File: config.mk
export PLATFORM = sky130hd
export DESIGN_NAME = sap1_control_sequencer
export DESIGN_NICKNAME = d
export VERILOG_FILES = /design/src/rtl/sap1_ctrl_pkg.sv /design/src/rtl/sap1_microcode_rom.sv /design/src/rtl/sap1_control_sequencer.sv
export SDC_FILE = /design/constraint.sdc
export NUM_CORES = 1
export LEC_CHECK = 0
export ABC_AREA = 1
export CORE_MARGIN = 1.5
export CORE_UTILIZATION = 45
export DETAILED_ROUTE_END_ITERATION = 12
export GPL_ROUTABILITY_DRIVEN = 0
export PLACE_DENSITY = 0.9
export SLEW_MARGIN = 30
export SYNTH_ARGS = -nofsm -noshare
export SYNTH_HDL_FRONTEND = slang
export SYNTH_HIERARCHICAL = 1
export SYNTH_SLANG_ARGS = --single-unit
File: constraint.sdc
create_clock -name clk -period 3.2 [get_ports clk]
set_input_delay 0.48 -clock clk [delete_from_list [all_inputs] [get_ports clk]]
set_output_delay 0.48 -clock clk [all_outputs]
set_load 0.02 [all_outputs]
File: src/rtl/sap1_ctrl_pkg.sv
// Shared control-word bit map, opcode constants and T-state encoding for the SAP-1 CPU.
// Register, IR and ALU blocks index ctrl_n by these names.
package sap1_ctrl_pkg;

    localparam int unsigned NUM_T_DEF  = 5;
    localparam int unsigned CTRL_W_DEF = 16;

    localparam int unsigned CTRL_MI  = 0;
    localparam int unsigned CTRL_RI  = 1;
    localparam int unsigned CTRL_RO  = 2;
    localparam int unsigned CTRL_II  = 3;
    localparam int unsigned CTRL_IO  = 4;
    localparam int unsigned CTRL_AI  = 5;
    localparam int unsigned CTRL_AO  = 6;
    localparam int unsigned CTRL_EO  = 7;
    localparam int unsigned CTRL_SU  = 8;
    localparam int unsigned CTRL_BI  = 9;
    localparam int unsigned CTRL_OI  = 10;
    localparam int unsigned CTRL_CE  = 11;
    localparam int unsigned CTRL_CO  = 12;
    localparam int unsigned CTRL_J   = 13;
    localparam int unsigned CTRL_FI  = 14;
    localparam int unsigned CTRL_HLT = 15;

    localparam logic [3:0] OP_NOP = 4'h0;
    localparam logic [3:0] OP_LDA = 4'h1;
    localparam logic [3:0] OP_ADD = 4'h2;
    localparam logic [3:0] OP_SUB = 4'h3;
    localparam logic [3:0] OP_STA = 4'h4;
    localparam logic [3:0] OP_LDI = 4'h5;
    localparam logic [3:0] OP_JMP = 4'h6;
    localparam logic [3:0] OP_JC  = 4'h7;
    localparam logic [3:0] OP_JZ  = 4'h8;
    localparam logic [3:0] OP_OUT = 4'hE;
    localparam logic [3:0] OP_HLT = 4'hF;

    typedef enum logic [2:0] {
        T0 = 3'd0,
        T1 = 3'd1,
        T2 = 3'd2,
        T3 = 3'd3,
        T4 = 3'd4
    } tstate_e;

endpackage

File: src/rtl/sap1_microcode_rom.sv
// Combinational microcode: {tstate, opcode, flags} -> active-low control word.
// Empty rows come out as all-ones.
module sap1_microcode_rom
    import sap1_ctrl_pkg::*;
(
    input  tstate_e     tstate,
    input  logic [3:0]  opcode,
    input  logic        flag_c,
    input  logic        flag_z,
    output logic [15:0] word_n
);

    logic [15:0] word;

    always_comb begin
        word = '0;
        case (tstate)
            T0: begin
                word[CTRL_CO] = 1'b1;
                word[CTRL_MI] = 1'b1;
            end
            T1: begin
                word[CTRL_RO] = 1'b1;
                word[CTRL_II] = 1'b1;
                word[CTRL_CE] = 1'b1;
            end
            T2: begin
                case (opcode)
                    OP_LDA, OP_ADD, OP_SUB, OP_STA: begin
                        word[CTRL_IO] = 1'b1;
                        word[CTRL_MI] = 1'b1;
                    end
                    OP_LDI: begin
                        word[CTRL_IO] = 1'b1;
                        word[CTRL_AI] = 1'b1;
                    end
                    OP_JMP: begin
                        word[CTRL_IO] = 1'b1;
                        word[CTRL_J]  = 1'b1;
                    end
                    OP_JC: begin
                        word[CTRL_IO] = flag_c;
                        word[CTRL_J]  = flag_c;
                    end
                    OP_JZ: begin
                        word[CTRL_IO] = flag_z;
                        word[CTRL_J]  = flag_z;
                    end
                    OP_OUT: begin
                        word[CTRL_AO] = 1'b1;
                        word[CTRL_OI] = 1'b1;
                    end
                    OP_HLT:  word[CTRL_HLT] = 1'b1;
                    OP_NOP:  word = '0;
                    default: word = '0;
                endcase
            end
            T3: begin
                case (opcode)
                    OP_LDA: begin
                        word[CTRL_RO] = 1'b1;
                        word[CTRL_AI] = 1'b1;
                    end
                    OP_ADD, OP_SUB: begin
                        word[CTRL_RO] = 1'b1;
                        word[CTRL_BI] = 1'b1;
                    end
                    OP_STA: begin
                        word[CTRL_AO] = 1'b1;
                        word[CTRL_RI] = 1'b1;
                    end
                    default: word = '0;
                endcase
            end
            T4: begin
                if (opcode == OP_ADD || opcode == OP_SUB) begin
                    word[CTRL_EO] = 1'b1;
                    word[CTRL_AI] = 1'b1;
                    word[CTRL_FI] = 1'b1;
                    word[CTRL_SU] = (opcode == OP_SUB);
                end
            end
            default: word = '0;
        endcase
        word_n = ~word;
    end

endmodule

File: src/rtl/sap1_control_sequencer.sv
// SAP-1 control sequencer: T-state counter, halt latch and gating around the microcode ROM.
module sap1_control_sequencer
    import sap1_ctrl_pkg::*;
#(
    parameter int unsigned NUM_T  = NUM_T_DEF,
    parameter int unsigned CTRL_W = CTRL_W_DEF
) (
    input  logic              clk,
    input  logic              rst_n,
    input  logic              step_en,
    input  logic [3:0]        opcode,
    input  logic              flag_c,
    input  logic              flag_z,
    output logic [CTRL_W-1:0] ctrl_n,
    output logic [2:0]        tstate,
    output logic              halted
);

    tstate_e     state_q, state_d;
    logic        halted_q, halted_d;
    logic [15:0] rom_n;
    logic        row_empty;

    sap1_microcode_rom u_rom (
        .tstate (state_q),
        .opcode (opcode),
        .flag_c (flag_c),
        .flag_z (flag_z),
        .word_n (rom_n)
    );

    assign row_empty = (rom_n == '1);

    always_ff @(posedge clk or negedge rst_n) begin
        if (!rst_n) begin
            state_q  <= T0;
            halted_q <= 1'b0;
        end else begin
            state_q  <= state_d;
            halted_q <= halted_d;
        end
    end

    // Halt latches on the edge ending T2 and freezes the counter there.
    always_comb begin
        state_d  = state_q;
        halted_d = halted_q;
        if (step_en && !halted_q) begin
            if (state_q == 3'(NUM_T - 1)) begin
                state_d = T0;
            end else if (state_q >= T2 && row_empty) begin
                state_d = T0;
            end else if (state_q == T2 && !rom_n[CTRL_HLT]) begin
                halted_d = 1'b1;
            end else begin
                state_d = tstate_e'(state_q + 3'd1);
            end
        end
    end

    assign ctrl_n = (!rst_n || halted_q) ? '1 : CTRL_W'(rom_n);
    assign tstate = state_q;
    assign halted = halted_q;

endmodule

==> results.ini, run 1 <==
[timing]
finalSetupViolations = 0
worstMarginPinSlew_ns = 0.510
holdWs_ns = 0.458
slew_violations = 0
min_period_ns = 2.75
setup_tns_ns = 0
grt_setup_unrepaired = false
slew_headroom_pct = 66.0
finalCritPeriodShare_pct = 86.1
timing.fmax_ghz = 0.363
hold_viol = 0
fin_worst_skew_ns = 0.00420

[logic_synthesis]
synth-compound-area-share_pct = 1.84
yosysWarnings = 6
yosys.area_share.simple_pct = 55.7
syn_area_um2 = 681
syn_nets = 143
synth_cell_types = 20
synthXorXnorAreaFrac_pct = 1.29
synth_mux_area_share_pct = 0
synth.avg_cell_area_um2 = 5.20
ys_seq_area_share_pct = 14.7
ys_seq_elements = 4
synth_fa_ha_area_share_pct = 5.51
synthCells = 131
synth_top_family_by_area = simple AND/OR/NAND/NOR gates

[die]
io_pins = 29
core_um2 = 1350
start_util_pct = 50.4
chipHeight_um = 41.9
die-area_um2 = 1750
num_rows = 13
die_w_um = 41.9

[drt]
wl_met1_um = 671
routed_wl_um = 1620
ant_nets = 0
drt_first_pass_iters = 4
dr_wl_met2_um = 827
routed.top_layer = met4
wl_per_cell_um = 9.32
wl_met3_um = 83
avgViaCountPerCell = 4.70
post-route-drc-count = 0
first_iter_violations = 13
num_vias = 818

[critical_path]
rrSetupSlack_ns = 1.45
worstSetupEndpointType = output pin
timing.rr.start = tstate[2]
arrival_ns = 2.27
rr_worst_depth = 9
slowest_stage = clkdlybuf4s50_1
start_kind = primary input
crit_path_max_incr_delay_ns = 0.55
r2r_end = tstate[1]
cp_top_family = buffers and inverters
required_ns = 2.72
path_cells = clkdlybuf4s50_1 > nor2_1 > nand2_1 > nor2_1 > inv_1 > inv_1 > nand2_1 > clkdlybuf4s50_1
critPathBufInv = 4
critPathKind = in -> out
crit_fanout = 4

[final_layout]
nNetsFinal = 173
diodes = 0
syn_to_final_growth_pct = 43.9
drive_gt1_share_pct = 6.92
fill_cells = 116
fin_util_pct = 72.6
final_area_um2 = 980

[clock_network]
clock_latency_ns = 0.24
tritoncts = yes
root_buffer = clkbuf_4
ctsHoldBuffers = 0
clock-sinks = 4
htreeDepth = 1
cts_resized = 0
clk_path_buf_depth = 2
cts_buffers = 3
post-cts-setup-buffers = 0
clk_pin_slew_ns = 0.04

[worst_hold_path]
min_path_type = in -> async

[pwr]
power.leakage_nw = 0.560
power_density_nw_per_um2 = 140
power_w = 0.000137
irDropWorstVdd_mv = 0.194

[placement]
portBuffers = 28
hpwl_um = 1370
placed_area_um2 = 957

[run_status]
run_status = complete, no violations

[global_route]
grt_pass1_vias = 719
antenna_found_initial = 0
grt_max_degree = 17
grt_overflow = 0
track_usage_pct = 22.0
grt_pass1_wl_um = 2970

[flow_run]
max_cap_viol_count = 0

Yosys cell counts:
cell type | instances | share of area, %
nor3_2 | 1 | 1.5
inv_1 | 30 | 17
nor2_4 | 1 | 1.7
xor2_1 | 1 | 1.3
inv_2 | 1 | 0.55
nand2_1 | 53 | 29
o21ai_1 | 1 | 0.73
nand3_2 | 1 | 1.5
nand4_1 | 5 | 4.6
nand3b_1 | 1 | 1.1
and2_1 | 1 | 0.92
dfrtp_1 | 4 | 15
nor3_1 | 1 | 0.73
buf_4 | 3 | 3.3
ha_1 | 3 | 5.5
nand3_1 | 5 | 3.7
clkinv_1 | 1 | 0.55
nor2_1 | 13 | 7.2
a21boi_1 | 1 | 1.1
nor2_2 | 4 | 3.7
cell usage in the layout (no fill, tap or decap):
cell type / n
clkinv_1: 1
inv_1: 30
clkbuf_4: 3
o21ai_1: 1
clkdlybuf4s50_1: 28
nand3_2: 1
ha_1: 3
dfrtp_1: 4
nor3_2: 1
nor3_1: 1
nand2_1: 53
xor2_1: 1
a21boi_1: 1
nor2_2: 4
nand3_1: 5
nand4_1: 5
nand3b_1: 1
and2_1: 1
inv_2: 1
nor2_4: 1
nor2_1: 13
state kept, by name (all words and copies together), names as in the netlist:
name,count
halted,1
tstate,3
routing by layer:
layer / GRT usage [%] / up-vias
met5: 0 / -
met4: 13.5 / 0
met3: 3.91 / 4
met2: 39.4 / 29
met1: 23.4 / 344
li1: - / 441
kinds of logic after synthesis:
family,Yosys count
xor gates and xnor gates,1
adders and majority gates,3
buffers and inverters,35
DFF,4
AOI/OAI and AO/OA,2
and+or+nand+nor,86
report_power, final:
group	total, W	leakage, nW	switching [W]	internal (W)
Combinational	0.0000240	0.496	0.0000122	0.0000118
Clock	0.0000625	0.0138	0.0000206	0.0000419
Sequential	0.0000509	0.0507	0	0.0000509
final cells by class:
class	instances	area, um2	share of cell area [%]
Multi-Input combinational cell	92	438	44.7
Timing Repair Buffer	28	280	28.6
Inverter	32	120	12.3
Sequential cell	4	100	10.2
Clock buffer	3	22.5	2.30
Tap cell	15	18.8	1.92
per-stage QoR:
stage | setup WS (ns) | instances
5_1_grt | 0.259 | 174
2_1_floorplan | 1.44 | 131
4_1_cts | 0.454 | 174
6_report | 0.446 | 174
3_3_place_gp | 0.514 | 171
3_5_place_dp | 0.461 | 171
worst max-delay path by stage:
stage	start	to	slack, ns	depth (start not counted)
4_1_cts	opcode[3]	ctrl_n[7]	0.45	8
3_5_place_dp	rst_n	ctrl_n[2]	0.46	5
2_1_floorplan	tstate[2]	ctrl_n[5]	1.44	8
5_1_grt	opcode[3]	ctrl_n[7]	0.26	8
6_report	opcode[3]	ctrl_n[7]	0.45	8
3_3_place_gp	opcode[3]	ctrl_n[7]	0.51	8
worst register-to-register path, cell delays in order, from the launching register on:
cell	delay, ns
dfrtp_1	0.52
inv_1	0.12
nand3b_1	0.16
nor2_1	0.06
nor3_1	0.25
nand4_1	0.13
nor2_1	0.13
nand2_1	0.11
nand4_1	0.09
nand2_1	0.06
Power figures use the tool's default switching activity.
==> run 2: changes to the inputs <==
Settings changed: SKIP_CTS_REPAIR_TIMING set to 1.
==> results of run 2 <==
Same layout as run 1: the final DEF is identical, and so are final timing and power.
==> patch: new RTL, config.mk and constraints of run 2 <==
Register the inputs `step_en`, `opcode`, `flag_c` and `flag_z` before use, without a reset. The logic sees them one clock later. Comments in the files are not updated.
--- a/src/rtl/sap1_control_sequencer.sv
+++ b/src/rtl/sap1_control_sequencer.sv
@@ -16,6 +16,18 @@
     output logic              halted
 );
 
+    logic step_en_q;
+    logic [3:0] opcode_q;
+    logic flag_c_q;
+    logic flag_z_q;
+
+    always_ff @(posedge clk) begin
+        step_en_q <= step_en;
+        opcode_q  <= opcode;
+        flag_c_q  <= flag_c;
+        flag_z_q  <= flag_z;
+    end
+
     tstate_e     state_q, state_d;
     logic        halted_q, halted_d;
     logic [15:0] rom_n;
@@ -23,9 +35,9 @@
 
     sap1_microcode_rom u_rom (
         .tstate (state_q),
-        .opcode (opcode),
-        .flag_c (flag_c),
-        .flag_z (flag_z),
+        .opcode (opcode_q),
+        .flag_c (flag_c_q),
+        .flag_z (flag_z_q),
         .word_n (rom_n)
     );
 
@@ -45,7 +57,7 @@
     always_comb begin
         state_d  = state_q;
         halted_d = halted_q;
-        if (step_en && !halted_q) begin
+        if (step_en_q && !halted_q) begin
             if (state_q == 3'(NUM_T - 1)) begin
                 state_d = T0;
             end else if (state_q >= T2 && row_empty) begin
Formal check against the unedited RTL: not equivalent (a bounded check fails within 4 cycles, from zero or initial values and one cycle with rst_n low).
==> patch against run 2 <==
  * Sequential cell count increased by 7
  * Synthesized area is 21% higher
  * Count of clock-buffer cells in the layout increased by 1
  * Global-route usage fell by 1.8 points
  * Design area is 16% higher
  * Worst setup slack improved by 0.036 ns
  * Core utilization decreased by 6.8 points
  * Wire length increased by 13%
  * Critical path type unchanged
Power is left out: it rests on default switching activity, and per cell area and clock period it moved more than threefold.
==> patch: results (changes against run 2) <==
stage	metric	value	unit	change
detailed_routing	final wirelength	1830	um	+13%
detailed_routing	WL met2	990	um	+20%
finish	share of post-route cells with drive strength above 1	6.59	%	-0.33 points
clock_network	CTS H-tree depth	1		unchanged
finish	Largest Register	opcode_q		
global_routing	met2 Track Usage GR	35.8	%	-3.6 points
clock_network	Num CTS Buffers	3		unchanged
detailed_routing	Max Used Layer	met4		
global_routing	global-route wire length before repair	3020	um	+1.6%
synthesis	syn_nets	150		+4.9%
detailed_routing	met3 wire len	102	um	+23%
worst_setup_path	critical path peak fanout	16		+12
global_routing	initial antenna violation count	0		unchanged
synthesis	post-synthesis sequential area ratio	29.3	%	+15 points
synthesis	Post-synth top cells	nand2_1 (53), inv_1 (30), nor2_1 (13), dfxtp_1 (7)		
clock_network	clock slew at reported path FFs	0.06	ns	+0.02 ns
detailed_routing	drt pass-1 iters	4		unchanged
status	status	complete, no violations		
global_routing	vias in the first global route	763		+6.1%
synthesis	ranking of synthesized cells by area	nand2_1 (24%), dfxtp_1 (17%), inv_1 (14%)		
finish	antenna cells	0		unchanged
clock_network	Worst-Skew Late Latency	0.28	ns	+0.04 ns
sta	slew margin rel.	65.2	%	-0.78 points
placement	I/O Buffers	28		unchanged
detailed_routing	routed metal-1 wirelength	705	um	+5.1%
placement	dpl hpwl	1560	um	+14%
sta	Clock Skew	0.00569	ns	+0.00149 ns
synthesis	Synth Warn #	6		unchanged
global_routing	met3 Usage GRT	5.56	%	+1.6 points
min_path	Tightest Hold Check Type	primary input to async pin		
global_routing	met1 Use GR	21.7	%	-1.7 points
finish	fill count	175		+51%
synthesis	Synth Flop Type	dfxtp_1		
synthesis	async set-reset flop share out of synthesis	36.4	%	-64 points
global_routing	Overall Global Routing Usage	20.1	%	-1.8 points
detailed_routing	starting DRC count in detailed routing	12		-1
worst_setup_path	WP data arrival	2.24	ns	-0.03 ns
synthesis	Cell variety after synth	21		+5.0%
global_routing	largest net degree at the start of global routing	17		unchanged
finish	max reg flops	4		+1
clock_network	maximum root-to-sink buffer count	2		unchanged
detailed_routing	vias	885		+8.2%
finish	nets	180		+4.0%
clock_network	CTS root buf	clkbuf_4		
==> patch: cell count changes after synthesis <==
cell / delta
dfxtp_1: +7
==> patch: cells by family (layout without fill, tap and decap cells) <==
kind of cell,count (synthesis),count (layout),share of synthesized area [%]
compound gates,2,2,1.52
xor+xnor,1,1,1.07
fa+ha+maj,3,3,4.57
buf+inv,35,64,17.4
flops,11,11,29.3
simple gates,86,86,46.2
==> patch: worst max-delay path, cell delays in order <==
cell and delay (ns):
clkdlybuf4s50_1 0.57, inv_1 0.07, nor2_2 0.41, nand2_1 0.12, clkdlybuf4s50_1 0.58
==> patch: final timing paths <==
path                            startpoint        end  slack, ns  depth (start not counted)
worst min-delay path                 rst_n     halted       0.41                          1
worst max register to register   tstate[2]  tstate[2]       1.43                         11
max in group asynchronous            rst_n  tstate[1]       2.61                          1
worst min register to register   step_en_q     halted       0.46                          2
worst max-delay path                 rst_n  ctrl_n[8]       0.48                          5
min in group clk                 step_en_q     halted       0.46                          2
==> patch: final cells by class <==
class | count | area share (%)
flip-flops and latches | 11 | 21.1
clock buffers | 4 | 2.31
well taps | 25 | 2.75
repair buffers | 28 | 24.7
multi-input cells | 92 | 38.5
inverters | 32 | 10.6
==> patch: metrics by stage <==
| step | setup slack [ns] | utilization [%] | std cells | instance area, sq um |
|---|---|---|---|---|
| 2_1_floorplan | 1.44 | - | 138 | 821 |
| 6_report | 0.482 | 65.8 | 192 | 1140 |
| 3_5_place_dp | 0.463 | 64.3 | 188 | 1110 |
| 5_1_grt | 0.241 | 65.8 | 192 | 1140 |
| 3_3_place_gp | 0.509 | 64.3 | 188 | 1110 |
| 4_1_cts | 0.460 | 65.8 | 192 | 1140 |
